File: config.mk
export PLATFORM = sky130hd
export DESIGN_NAME = trace_sequencer
export DESIGN_NICKNAME = d
export VERILOG_FILES = /design/src/rtl/trace_sequencer.sv
export SDC_FILE = /design/constraint.sdc
export NUM_CORES = 1
export LEC_CHECK = 0
export CELL_PAD_IN_SITES_DETAIL_PLACEMENT = 1
export CELL_PAD_IN_SITES_GLOBAL_PLACEMENT = 1
export CORE_MARGIN = 10
export CORE_UTILIZATION = 43
export CTS_BUF_LIST = sky130_fd_sc_hd__clkbuf_16
export DETAILED_ROUTE_END_ITERATION = 8
export PLACE_DENSITY = 0.94
export SLEW_MARGIN = 20
export SYNTH_ARGS = -nofsm -noshare
export SYNTH_HDL_FRONTEND = slang
export SYNTH_SLANG_ARGS = --single-unit
File: constraint.sdc
create_clock -name Clk -period 4.87 [get_ports Clk]
set_input_delay 0.974 -clock Clk [delete_from_list [all_inputs] [get_ports Clk]]
set_output_delay 0.974 -clock Clk [all_outputs]
set_load 0.1 [all_outputs]
File: src/rtl/trace_sequencer.sv
// Walks the branch-trace store entry by entry, feeding each branch to the predictor,
// training it with the real outcome and keeping branch / mispredict statistics.
//
// state     | meaning
// IDLE      | waiting for start after reset
// FETCH     | trace index presented to the store
// LOAD      | store output settles; captured on exit
// REQUEST   | lookup request held until PredReady
// WAIT_PRED | waiting for the predictor's answer
// UPDATE    | one-cycle training pulse, statistics update
// DONE      | run complete, results held until next start
module trace_sequencer #(
    parameter int ADDRESS_SIZE           = 8,
    parameter int TRAINING_DATA_SIZE     = 3898078,
    parameter int INSTRUCTION_INDEX_SIZE = $clog2(TRAINING_DATA_SIZE),
    parameter int COUNT_SIZE             = 32
) (
    input  logic                              Clk,
    input  logic                              reset,
    input  logic                              start,
    output logic [INSTRUCTION_INDEX_SIZE-1:0] InstructionNumber,
    input  logic [ADDRESS_SIZE-1:0]           BranchAddress,
    input  logic                              BranchResult,
    output logic [ADDRESS_SIZE-1:0]           PredAddress,
    output logic                              PredValid,
    input  logic                              PredReady,
    input  logic                              Prediction,
    input  logic                              PredictionValid,
    output logic                              UpdateValid,
    output logic                              UpdateTaken,
    output logic [ADDRESS_SIZE-1:0]           UpdateAddress,
    output logic                              Busy,
    output logic                              Done,
    output logic [COUNT_SIZE-1:0]             BranchCount,
    output logic [COUNT_SIZE-1:0]             MispredictCount
);

    typedef enum logic [2:0] {
        S_IDLE,
        S_FETCH,
        S_LOAD,
        S_REQUEST,
        S_WAIT_PRED,
        S_UPDATE,
        S_DONE
    } state_t;

    localparam logic [INSTRUCTION_INDEX_SIZE-1:0] LAST_INDEX =
        INSTRUCTION_INDEX_SIZE'(TRAINING_DATA_SIZE - 1);
    localparam logic [COUNT_SIZE-1:0] COUNT_MAX = '1;

    state_t                  state;
    logic [ADDRESS_SIZE-1:0] cap_address;
    logic                    cap_result;
    logic                    pred_bit;

    assign PredValid   = (state == S_REQUEST);
    assign UpdateValid = (state == S_UPDATE);
    assign Busy        = (state != S_IDLE) && (state != S_DONE);

    always_ff @(posedge Clk or negedge reset) begin
        if (!reset) begin
            state             <= S_IDLE;
            InstructionNumber <= '0;
            PredAddress       <= '0;
            UpdateTaken       <= 1'b0;
            UpdateAddress     <= '0;
            Done              <= 1'b0;
            BranchCount       <= '0;
            MispredictCount   <= '0;
            cap_address       <= '0;
            cap_result        <= 1'b0;
            pred_bit          <= 1'b0;
        end else begin
            unique case (state)
                S_IDLE, S_DONE: begin
                    if (start) begin
                        InstructionNumber <= '0;
                        BranchCount       <= '0;
                        MispredictCount   <= '0;
                        Done              <= 1'b0;
                        state             <= S_FETCH;
                    end
                end
                S_FETCH: begin
                    state <= S_LOAD;
                end
                S_LOAD: begin
                    // The store has settled two cycles after the index moved.
                    cap_address <= BranchAddress;
                    cap_result  <= BranchResult;
                    PredAddress <= BranchAddress;
                    state       <= S_REQUEST;
                end
                S_REQUEST: begin
                    if (PredReady) begin
                        PredAddress <= '0;
                        state       <= S_WAIT_PRED;
                    end
                end
                S_WAIT_PRED: begin
                    if (PredictionValid) begin
                        pred_bit      <= Prediction;
                        UpdateTaken   <= cap_result;
                        UpdateAddress <= cap_address;
                        state         <= S_UPDATE;
                    end
                end
                S_UPDATE: begin
                    UpdateTaken   <= 1'b0;
                    UpdateAddress <= '0;
                    if (BranchCount != COUNT_MAX) begin
                        BranchCount <= BranchCount + COUNT_SIZE'(1);
                    end
                    if ((pred_bit != cap_result) && (MispredictCount != COUNT_MAX)) begin
                        MispredictCount <= MispredictCount + COUNT_SIZE'(1);
                    end
                    if (InstructionNumber == LAST_INDEX) begin
                        Done  <= 1'b1;
                        state <= S_DONE;
                    end else begin
                        InstructionNumber <= InstructionNumber + INSTRUCTION_INDEX_SIZE'(1);
                        state             <= S_FETCH;
                    end
                end
                default: begin
                    state <= S_IDLE;
                end
            endcase
        end
    end

endmodule
==> reports/qor.txt <==
clk_lat worst skew = 0.43 ns
Starting Density = 44.4%
Worst EP required = 3.90 ns
met2 WL = 12.1 mm
Routed WL = 23.5 mm
Post-Syn Nets = 704
Max Used Layer = met4
Tmin final = 3.61 ns
most frequent cells in the layout = clkdlybuf4s50_1 (119), dfrtp_1 (117), nand2_1 (70)
crit end category = output pin
Internal Power = 2.58 mW
pre-CTS setup slack = 1.38 ns
FF+latch area = 2930 um2
Crit path largest cell delay = 1.21 ns
Switch Pwr = 2.50 mW
RSZ-0062 raised after global routing = false
Max Clock Freq = 277 MHz
synthesized instance count = 685
row cnt = 44
GPL Wtd Cong = 0.903
period utilization = 74.2%
syn_area_per_cell = 9.49 um2
largest net degree at the start of global routing = 63
initial antenna violation count = 0
Clk pwr share = 26.7%
Worst setup SP type = flop
Layout fillers = 1,639
IR drop worst, VDD = 0.580 mV
drt drc = 0
htree depth = 4
number of vias per cell = 6.68
PD cells = 602 nW/um2
via count = 6,633
DRT Pass-1 Iters = 5
Syn. warnings = 0
MaxCap Viol Count = 0
hold buffers post-CTS = 0
Sink Count = 117
register share of total power = 28.1%
LEAKAGE = 3.29 nW
final std cells w/o fill = 993
CTS Buf Count = 17
critical path peak fanout = 10
Nets = 815
Critical Path AT = 2.64 ns
Synth Area in Compound Gates = 24.7%
XOR/XNOR Fraction of Synth Area = 0.674%
top post-synthesis cells by area = dfrtp_1 (45%), a31oi_1 (4.4%), nand2_1 (4.0%)
sw frac = 49.2%
placed inst area = 7810 um2
layout cells sized above 1 = 9.77%
flip-flop and latch count after synthesis = 117
cts repair resizes = 0
Reg2Reg Launch Point = state[1]
most common cell after layout, fill and taps aside = clkdlybuf4s50_1
clock tree root buffer cell = clkbuf_16
Die Ht = 143 um
DR WL/cell = 23.6 um
multiplexer area fraction after synthesis = 2.06%
Slew HR = 31.5%
largest family of logic cells by synthesized area = compound AO/OA/AOI/OAI gates
ys flop type = dfrtp_1
met3 wire length = 1.67 mm
worst setup margin = 1.26 ns
Setup Skew = 0.0105 ns
Area Overhead vs Synth = 30.0%
Setup Buffers After CTS = 0
First DRT Iteration DRCs = 519
synth unique cells = 76
slowest CP cell = clkdlybuf4s50_1
global-route wire length before repair = 38.5 mm
ANT cells = 0
GRT Total Usage = 23.3%
num ports = 122
total gr overflow = 0
worst hold start = UpdateAddress[2]
Post-Synth Adder-Cell Area = 0.770%
maximum buffer depth of the clock tree = 2
async set-reset flop share out of synthesis = 100%
DRT antenna net count = 0
port bufs = 121
post-route cell area = 8440 um2
endpoints failing hold = 0
synthesized area = 6500 um2
clock tree from TritonCTS = built
met1 WL = 9.17 mm
Detail Placement HPWL = 16.0 mm
Die ar. = 20,400 um2
vias in the first global route = 7,152
Synth Area in Simple Gates = 22.8%
final setup fails = 0
Post-synth EDFFs = 0
Die X = 143 um
Synth area leader = dfrtp_1
type of the worst setup path = reg2out
Worst-path clk slew = 0.06 ns
crit-path cells = inv_1 > nand2_1 > nor2_1 > clkdlybuf4s50_1
area of the multi-input gates = 3320 um2
Logic pwr share = 45.2%
placed insts = 961
Final Max Tran Viols = 0
setup TNS = 0 ns
Yosys top cell area share = 45.1%
status = finished, final reports clean
CORE AREA = 14,600 um2
Final Util = 57.7%
Hold WC Path Type = reg2reg
Setup crit start = state[2]
worst-margin pin slew = 1.02 ns
sequential-to-total area share from yosys stat = 45.1%
[state kept, by name, indices dropped and copies added, names as in the netlist]
signal             cells
BranchCount           32
MispredictCount       32
InstructionNumber     22
PredAddress            8
UpdateAddress          8
cap_address            8
state                  3
Done                   1
UpdateTaken            1
cap_result             1
pred_bit               1
[Yosys cell counts (all sizes together) (11+ instances only)]
cell type / n
o31ai: 26
nor4: 13
dfrtp: 117
clkbuf: 29
inv: 11
mux2: 11
a31oi: 46
nor2: 31
and3: 17
nand3: 38
or3: 16
and4: 11
o21ai: 53
a21oi: 20
nand2: 71
nor3: 15
a22o: 19
nand4: 17
[stage by stage]
stage	power [mW]	hold WS (ns)
detailed placement	3.71	0.485
floorplan	3.09	0.469
global route	5.28	0.527
finish	5.08	0.496
CTS	5.09	0.502
global placement	3.62	0.480
[critical path: cells and delay by family, from the launching register on]
kind | cells | cell delay [ns]
buffers and inverters | 2 | 1.38
flip-flops | 1 | 0.48
AND/OR/NAND/NOR | 2 | 0.34
[cell type report]
cell class	count	area share (%)
clock inverter	15	2.43
sequential	117	34.7
timing repair buffer	130	15.2
inverter	12	0.533
multi-input combinational	518	39.4
clock buffer	17	5.04
tap	184	2.73
[logic make-up after synthesis]
logic type	Yosys count
AND/OR/NAND/NOR	268
multiplexers	12
adder cells (fa/ha/maj)	4
flip-flops	117
AO/OA/AOI/OAI	229
buffers and inverters	50
XOR/XNOR	5
[power groups by stage]
stage          sequential (mW)  combinational, mW  clock (mW)
2_1_floorplan             2.36              0.724           0
3_3_place_gp              1.40               2.22           0
4_1_cts                   1.42               2.30        1.36
3_5_place_dp              1.43               2.28           0
6_report                  1.43               2.29        1.36
5_1_grt                   1.46               2.39        1.42
[layer usage]
layer	global-route usage (%)	vias to the layer above
met5	0	-
met4	7.55	0
met3	7.76	60
met2	40.2	268
met1	26.6	3403
li1	-	2902
[final timing paths]
path	to	slack [ns]	cells after the start
max reg2reg	MispredictCount[19]	1.51	8
max	PredValid	1.26	4
min reg2reg	UpdateAddress[2]	0.50	1
min in group asynchronous	InstructionNumber[17]	0.52	1
max in group asynchronous	MispredictCount[0]	3.30	2
min	UpdateAddress[2]	0.50	1
Power figures use the tool's default switching activity.
